File: config.mk
export PLATFORM = sky130hd
export DESIGN_NAME = timer_flat
export DESIGN_NICKNAME = d
export VERILOG_FILES = /design/src/rtl/timer_if.sv /design/src/rtl/timer.sv /design/src/flat_wrapper.sv
export SDC_FILE = /design/constraint.sdc
export NUM_CORES = 1
export LEC_CHECK = 0
export ABC_CLOCK_PERIOD_IN_PS = 5200
export CAP_MARGIN = 10
export CORE_ASPECT_RATIO = 0.9
export CORE_MARGIN = 3
export CORE_UTILIZATION = 54
export DETAILED_ROUTE_END_ITERATION = 10
export PLACE_DENSITY_LB_ADDON = 0.08
export SLEW_MARGIN = 30
export SYNTH_ARGS = -nofsm -noshare
export SYNTH_HDL_FRONTEND = slang
export SYNTH_SLANG_ARGS = --single-unit
File: constraint.sdc
create_clock -name clk -period 5.2 [get_ports clk]
set_input_delay 1.56 -clock clk [delete_from_list [all_inputs] [get_ports clk]]
set_output_delay 1.56 -clock clk [all_outputs]
set_load 0.005 [all_outputs]
File: src/rtl/timer_if.sv
// CPU-side bus of the timer block: address/enable/write/data plus T-cycle phase.
interface timer_if;
  logic [1:0]  t_cycle;
  logic [15:0] bus_addr;
  logic        bus_enable;
  logic        bus_write;
  logic [7:0]  bus_data_in;
  logic [7:0]  bus_data_out;
  logic        bus_selected;

  modport master (
    output t_cycle, bus_addr, bus_enable, bus_write, bus_data_in,
    input  bus_data_out, bus_selected
  );

  modport slave (
    input  t_cycle, bus_addr, bus_enable, bus_write, bus_data_in,
    output bus_data_out, bus_selected
  );
endinterface

File: src/rtl/timer.sv
// DIV/TIMA/TMA/TAC timer: free-running divider, selectable falling-edge tick,
// TIMA overflow with a 4-clk delayed reload from TMA and a one-clk interrupt.
module timer (
  input  logic   clk,
  input  logic   reset,
  timer_if.slave bus,
  output logic   irq_timer
);

  typedef enum logic [1:0] {COUNT, OVF, RELOAD} state_t;

  state_t      state, state_next;
  logic [15:0] div_counter;
  logic [7:0]  tima, tima_next;
  logic [7:0]  tma;
  logic [2:0]  tac;
  logic [1:0]  ovf_cnt, ovf_cnt_next;
  logic        tick_prev, tick_in, tick_fall, sel_bit;
  logic        hit, wr_commit, wr_div, wr_tima, wr_tma, wr_tac;

  // 0xFF04..0xFF07 share the upper 14 address bits
  assign hit              = (bus.bus_addr[15:2] == 14'h3FC1);
  assign bus.bus_selected = bus.bus_enable & hit;
  assign wr_commit        = bus.bus_selected & bus.bus_write & (bus.t_cycle == 2'd3);
  assign wr_div           = wr_commit & (bus.bus_addr[1:0] == 2'd0);
  assign wr_tima          = wr_commit & (bus.bus_addr[1:0] == 2'd1);
  assign wr_tma           = wr_commit & (bus.bus_addr[1:0] == 2'd2);
  assign wr_tac           = wr_commit & (bus.bus_addr[1:0] == 2'd3);

  always_comb begin
    sel_bit = 1'b0;
    case (tac[1:0])
      2'd0: sel_bit = div_counter[9];
      2'd1: sel_bit = div_counter[3];
      2'd2: sel_bit = div_counter[5];
      2'd3: sel_bit = div_counter[7];
      default: sel_bit = 1'b0;
    endcase
  end

  assign tick_in   = sel_bit & tac[2];
  assign tick_fall = tick_prev & ~tick_in;

  always_comb begin
    bus.bus_data_out = 8'hFF;
    if (bus.bus_selected && !bus.bus_write) begin
      case (bus.bus_addr[1:0])
        2'd0: bus.bus_data_out = div_counter[15:8];
        2'd1: bus.bus_data_out = tima;
        2'd2: bus.bus_data_out = tma;
        2'd3: bus.bus_data_out = {5'b11111, tac};
        default: bus.bus_data_out = 8'hFF;
      endcase
    end
  end

  always_comb begin
    state_next   = state;
    tima_next    = tima;
    ovf_cnt_next = ovf_cnt;
    irq_timer    = (state == RELOAD);
    case (state)
      COUNT: begin
        if (wr_tima) begin
          tima_next = bus.bus_data_in;
        end else if (tick_fall) begin
          tima_next = tima + 8'd1;
          if (tima == 8'hFF) begin
            state_next   = OVF;
            ovf_cnt_next = '0;
          end
        end
      end
      OVF: begin
        ovf_cnt_next = ovf_cnt + 2'd1;
        if (wr_tima) begin
          tima_next    = bus.bus_data_in;
          state_next   = COUNT;
          ovf_cnt_next = '0;
        end else if (ovf_cnt == 2'd3) begin
          // reload lands on entry to RELOAD so TIMA reads TMA during the irq clk
          tima_next    = wr_tma ? bus.bus_data_in : tma;
          state_next   = RELOAD;
          ovf_cnt_next = '0;
        end else if (tick_fall) begin
          tima_next = tima + 8'd1;
        end
      end
      RELOAD: begin
        tima_next  = wr_tma ? bus.bus_data_in : tma;
        state_next = COUNT;
      end
      default: begin
        state_next   = COUNT;
        ovf_cnt_next = '0;
      end
    endcase
  end

  always_ff @(posedge clk or negedge reset) begin
    if (!reset) begin
      div_counter <= '0;
      tima        <= '0;
      tma         <= '0;
      tac         <= '0;
      tick_prev   <= 1'b0;
      state       <= COUNT;
      ovf_cnt     <= '0;
    end else begin
      div_counter <= wr_div ? '0 : div_counter + 16'd1;
      tick_prev   <= tick_in;
      tima        <= tima_next;
      state       <= state_next;
      ovf_cnt     <= ovf_cnt_next;
      if (wr_tma) tma <= bus.bus_data_in;
      if (wr_tac) tac <= bus.bus_data_in[2:0];
    end
  end

endmodule

File: src/flat_wrapper.sv
// flat-port wrapper written by rule: the top's interface ports become plain ports
module timer_flat 
  (clk, reset, irq_timer, bus_t_cycle, bus_bus_addr, bus_bus_enable, bus_bus_write, bus_bus_data_in, bus_bus_data_out, bus_bus_selected);
  timer_if bus_i ();
  input  logic clk;
  input  logic reset;
  output logic irq_timer;
  input wire logic [$bits(bus_i.t_cycle)-1:0] bus_t_cycle;
  input wire logic [$bits(bus_i.bus_addr)-1:0] bus_bus_addr;
  input wire logic [$bits(bus_i.bus_enable)-1:0] bus_bus_enable;
  input wire logic [$bits(bus_i.bus_write)-1:0] bus_bus_write;
  input wire logic [$bits(bus_i.bus_data_in)-1:0] bus_bus_data_in;
  output wire logic [$bits(bus_i.bus_data_out)-1:0] bus_bus_data_out;
  output wire logic [$bits(bus_i.bus_selected)-1:0] bus_bus_selected;
  assign bus_i.t_cycle = bus_t_cycle;
  assign bus_i.bus_addr = bus_bus_addr;
  assign bus_i.bus_enable = bus_bus_enable;
  assign bus_i.bus_write = bus_bus_write;
  assign bus_i.bus_data_in = bus_bus_data_in;
  assign bus_bus_data_out = bus_i.bus_data_out;
  assign bus_bus_selected = bus_i.bus_selected;
  timer u_core (.clk(clk), .reset(reset), .bus(bus_i), .irq_timer(irq_timer));
endmodule
**After elaboration in Yosys (flattened, before gate mapping)**

Index checks and enable logic that the tools add are counted.

- Register bits after elaboration: 40
- Output and inout bits: 10
- Input bits: 30
- Logic and storage cells: 67

- $add $sub $neg: 3
- Equal/unequal tests: 16
- Multiplexer cells: 22
- Bitwise gates (word level): 11
- Reductions and logical operators: 8

Operators with widths:

| kind | count |
|---|---|
| 8-bit two-way mux | 6 |
| 8-bit case mux with 4 select lines | 1 |
| 8-bit case mux with 3 select lines | 1 |
| 2-bit two-way mux | 10 |
| 16-bit by 1-bit adder with 16-bit output, second input constant | 1 |
| 16-bit two-way mux | 1 |
| 14-bit equality test, second input constant | 1 |
| 2-bit equality test, second input constant | 7 |
| 1-bit bitwise AND | 9 |
| 8-bit by 1-bit adder with 8-bit output, second input constant | 1 |
| 8-bit equality test, second input constant | 1 |
| 4-bit AND reduction | 2 |
| 2-bit by 1-bit equality test with 1-bit output, second input constant | 3 |
| 2-bit logical NOT | 3 |
| 2-bit case mux with 3 select lines | 1 |
| 2-bit by 1-bit != test with 1-bit output, second input constant | 2 |
| 1-bit case mux with 4 select lines | 1 |
| 2-bit case mux with 2 select lines | 1 |
| 3-bit by 1-bit != test with 1-bit output, second input constant | 1 |
| 3-bit nonzero test | 1 |
| 2-bit by 1-bit adder with 2-bit output, second input constant | 1 |
| 2-bit != test, second input constant | 1 |
| 1-bit inverter | 2 |
| 1-bit logical AND | 1 |
| 1-bit logical NOT | 1 |

**Logic depth before layout (Yosys ltp)**

- Depth after elaboration: 9
- Mapped depth: 8

**Least setup slack after synthesis**

OpenSTA, ideal clock, no wires.

- Path type: in2out
- Start point: in bus_bus_addr[4]
- End point: out bus_bus_data_out[0]
- Cell stages on the path: 4
- Data arrival time: 3095 ps
- Slack: 545 ps
- Cell sequence: or4b_1 > or4_1 > buf_2 > or3_1

- Cells in the longest elaborated chain, start to end: 4

Ends and longest elaborated chain:

| element | line | text |
|---|---|---|
| from (decl) | flat_wrapper.sv:9 | `input wire logic [$bits(bus_i.bus_addr)-1:0] bus_bus_addr;` |
| 14-bit equality test | timer.sv:22 | `assign hit = (bus.bus_addr[15:2] == 14'h3FC1);` |
| 1-bit bitwise AND | timer.sv:23 | `assign bus.bus_selected = bus.bus_enable & hit;` |
| 1-bit logical AND | timer.sv:46 | `if (bus.bus_selected && !bus.bus_write) begin` |
| 8-bit two-way mux | timer.sv:46 |  |
| to (decl) | flat_wrapper.sv:13 | `output wire logic [$bits(bus_i.bus_data_out)-1:0] bus_bus_data_out;` |

No other way between the ends.

**Worst setup path in the final report**

- Start point: in bus_bus_addr[4]
- End point: out bus_bus_data_out[2]

The elaborated chain is that of the path after synthesis.

==> impl_metrics.env <==
export IMPL_maximum_clock_path_buffer_count=2
export IMPL_placed_cells=364
export IMPL_root_buffer="clkbuf_8"
export IMPL_clock_sinks=40
export IMPL_yosys_area_top_type="dfrtp_1"
export IMPL_cts_buffers=5
export IMPL_worst_slack_ns=0.0619
export IMPL_count_of_final_hold_check_violations=0
export IMPL_ys_seq_area_share_pct=40.5
export IMPL_route_vias_total=2137
export IMPL_p_per_area_nw_per_um2=176
export IMPL_hold_ws_ns=0.483
export IMPL_floorplan_die_width_um=77.3
export IMPL_synth_distinct_cells=46
export IMPL_utilization_pct=72.4
export IMPL_tritoncts="done"
export IMPL_remaining_drc_errors=0
export IMPL_yosys_warnings=0
export IMPL_final_instance_count_excl_fill=370
export IMPL_clock_skew_final_ns=0.00310
export IMPL_grt_max_degree=41
export IMPL_place_worst_setup_slack_ns=-0.330
export IMPL_worst_setup_path_end_kind="output port"
export IMPL_total_leakage_power_nw=1.38
export IMPL_multiInputGateArea_um2=1390
export IMPL_status="completed"
export IMPL_post_synth_main_area_contributors="dfrtp_1, mux2i_1, nand2_1, ha_1, xor2_1"
export IMPL_grt_first_pass_wirelength_um=9990
export IMPL_synthCells=263
export IMPL_grt_util_all_layers_pct=23.2
export IMPL_accumulated_negative_setup_slack_ns=0
export IMPL_drt_initial_drc_count=162
export IMPL_worst_path_max_fanout=4
export IMPL_fmax_ghz=0.195
export IMPL_finalSetupViolations=0
export IMPL_grt_pass1_vias=2061
export IMPL_timing_critical_path_to="bus_bus_data_out[2]"
export IMPL_postSynthRegisterBits=40
export IMPL_clk_pin_slew_worst_paths_ns=0.07
export IMPL_fin_total_pwr_mw=0.541
export IMPL_die_height_um=70.2
export IMPL_ios=40
export IMPL_dpl_cell_area_um2=2980
export IMPL_finalWirelength_um=5790
export IMPL_startpoint_types="input port"
export IMPL_critical_path_reg2reg_endpoint="u_core.ovf_cnt[1]"
export IMPL_cts_max_level=2
export IMPL_site_rows=22
export IMPL_final_cell_area_um2=3070
export IMPL_hpwlAfterDp_um=4410
export IMPL_per_cell_routed_wire_length_um=15.7
export IMPL_drive_gt1_share_pct=11.3
export IMPL_timing_reg2reg_worst_path_depth=6
export IMPL_r2r_slack_ns=2.88
export IMPL_async_flop_share_pct=100
export IMPL_min_path_type="reg2reg"
export IMPL_clkLatencyLatePin_ns=0.28
export IMPL_antenna_diode_count=0
export IMPL_worstMarginPinSlew_ns=0.748
export IMPL_vdd_drop_max_mv=0.165
export IMPL_fp_coreArea_um2=4240
export IMPL_layout_min_cycle_time_ns=5.14
export IMPL_seqCellArea_um2=1000
export IMPL_slew_viol_final=0
export IMPL_cp_startpoint="bus_bus_addr[4]"
export IMPL_globalplace_congestion=0.893
export IMPL_number_of_nets_in_the_finished_design=349
export IMPL_max_cap_violations=0
export IMPL_initial_core_utilization_pct=58.3
export IMPL_antenna_found_initial=0
export IMPL_filler_cell_count=345
export IMPL_post_synth_cell_area_avg_um2=9.40
export IMPL_ant_nets=0
export IMPL_synth_edf_count=0
export IMPL_via_per_inst=5.78
export IMPL_final_min_period_over_clock_period_pct=98.8
export IMPL_critical_path_arrival_ns=3.58
export IMPL_synth_top_flop_cell="dfrtp_1"
export IMPL_drt_pre_antenna_iters=4
export IMPL_worst_r2r_startpoint="u_core.tac[1]"
export IMPL_overflow=0
export IMPL_grt_setup_unrepaired="false"
export IMPL_cp_required_ns=3.64
export IMPL_post_synthesis_cell_area_um2=2470
export IMPL_synth_top_area_share_pct=40.5
export IMPL_critPathKind="in2out"
export IMPL_port_buffers=39
export IMPL_cts_hold_repair_buffers=0
export IMPL_maxSlewHeadroom_pct=50.1
export IMPL_area_delta_synth_final_pct=24.1
export IMPL_fp_dieArea_um2=5430
export IMPL_syn_nets=300
[cell families after synthesis]
group                      count (synthesis)  synth area share (%)
buffers and inverters                     27                  4.20
and+or+nand+nor                           97                  19.6
xor gates and xnor gates                  16                  5.67
DFF                                       40                  40.5
AOI/OAI and AO/OA                         49                  13.2
adders and majority gates                  7                  3.54
muxes                                     27                  13.4
[layer usage]
layer	global-route usage [%]	vias to the layer above	part of all wire, %
met5	0	-	0
met4	5.73	0	0.69
met3	5.54	4	5.9
met2	35.7	59	45
met1	33.0	1034	48
li1	-	1040	-
[worst max-delay path, stage by stage]
cell             delay [ns]
clkdlybuf4s50_1        0.39
or4b_1                 0.51
or4_4                  0.49
or3_1                  0.36
dlygate4sd2_1          0.26
[layout by cell type (no fill, tap or decap), types with 4 or more instances in the layout]
cell / count
mux2_2: 6
a21oi_1: 5
nand3_1: 13
clkbuf_8: 5
nor4_1: 7
clkdlybuf4s50_1: 29
mux2i_1: 12
mux2_1: 4
xor2_1: 10
o22a_1: 5
dfrtp_1: 40
inv_1: 19
nor2_1: 21
o22ai_1: 7
or3_1: 5
nand2_1: 32
ha_1: 7
o21ai_1: 12
xnor2_1: 6
buf_4: 10
o21ai_0: 5
dlygate4sd2_1: 5
[power breakdown]
group / switching, mW / leakage [nW] / internal, mW
Combinational: 0.0195 / 0.804 / 0.0255
Clock: 0.0966 / 0.0359 / 0.0865
Sequential: 0.00118 / 0.539 / 0.312
Total: 0.117 / 1.38 / 0.424
[flip-flops by register name, indices dropped and copies added (netlist names)]
signal              cells
u_core.tick_prev        1
u_core.ovf_cnt          2
u_core.tma              8
u_core.div_counter     16
u_core.tac              3
u_core.tima             8
u_core.state            2
[cells in the mapped netlist (all sizes together) (2+ instances only)]
library cell / number
a21oi: 5
and3: 2
buf: 4
clkbuf: 4
dfrtp: 40
ha: 7
inv: 19
mux2: 12
mux2i: 12
mux4: 3
nand2: 32
nand3: 13
nand4: 3
nor2: 22
nor2b: 3
nor4: 8
nor4b: 2
o21ai: 17
o221ai: 2
o22a: 5
o22ai: 7
o31a: 3
o32a: 2
or3: 5
or4: 2
xnor2: 6
xor2: 10
[repair_timing]
action | 4_1_cts | 5_1_grt
resized for setup | 13 | 5
setup buffers | 1 | 0
setup endpoints to repair | 9 | 4
pin swaps | 1 | 0
[how the worst min path moves through the flow]
stage	start	to	slack, ns	depth (start not counted)
floorplan	u_core.div_counter[0]	u_core.div_counter[0]	0.45	1
global placement	u_core.div_counter[0]	u_core.div_counter[0]	0.47	1
detailed placement	u_core.div_counter[0]	u_core.div_counter[0]	0.48	1
CTS	u_core.div_counter[0]	u_core.div_counter[0]	0.49	1
global route	u_core.div_counter[0]	u_core.div_counter[0]	0.52	1
finish	u_core.div_counter[0]	u_core.div_counter[0]	0.48	1
[area by class of cell]
cell class | count | area share (%)
clock buffer | 5 | 2.24
inverter | 19 | 2.32
multi-input combinational | 196 | 45.1
sequential | 40 | 32.6
tap | 60 | 2.45
timing repair buffer | 50 | 15.2
Note: power is estimated with default switching activity, not from simulation.
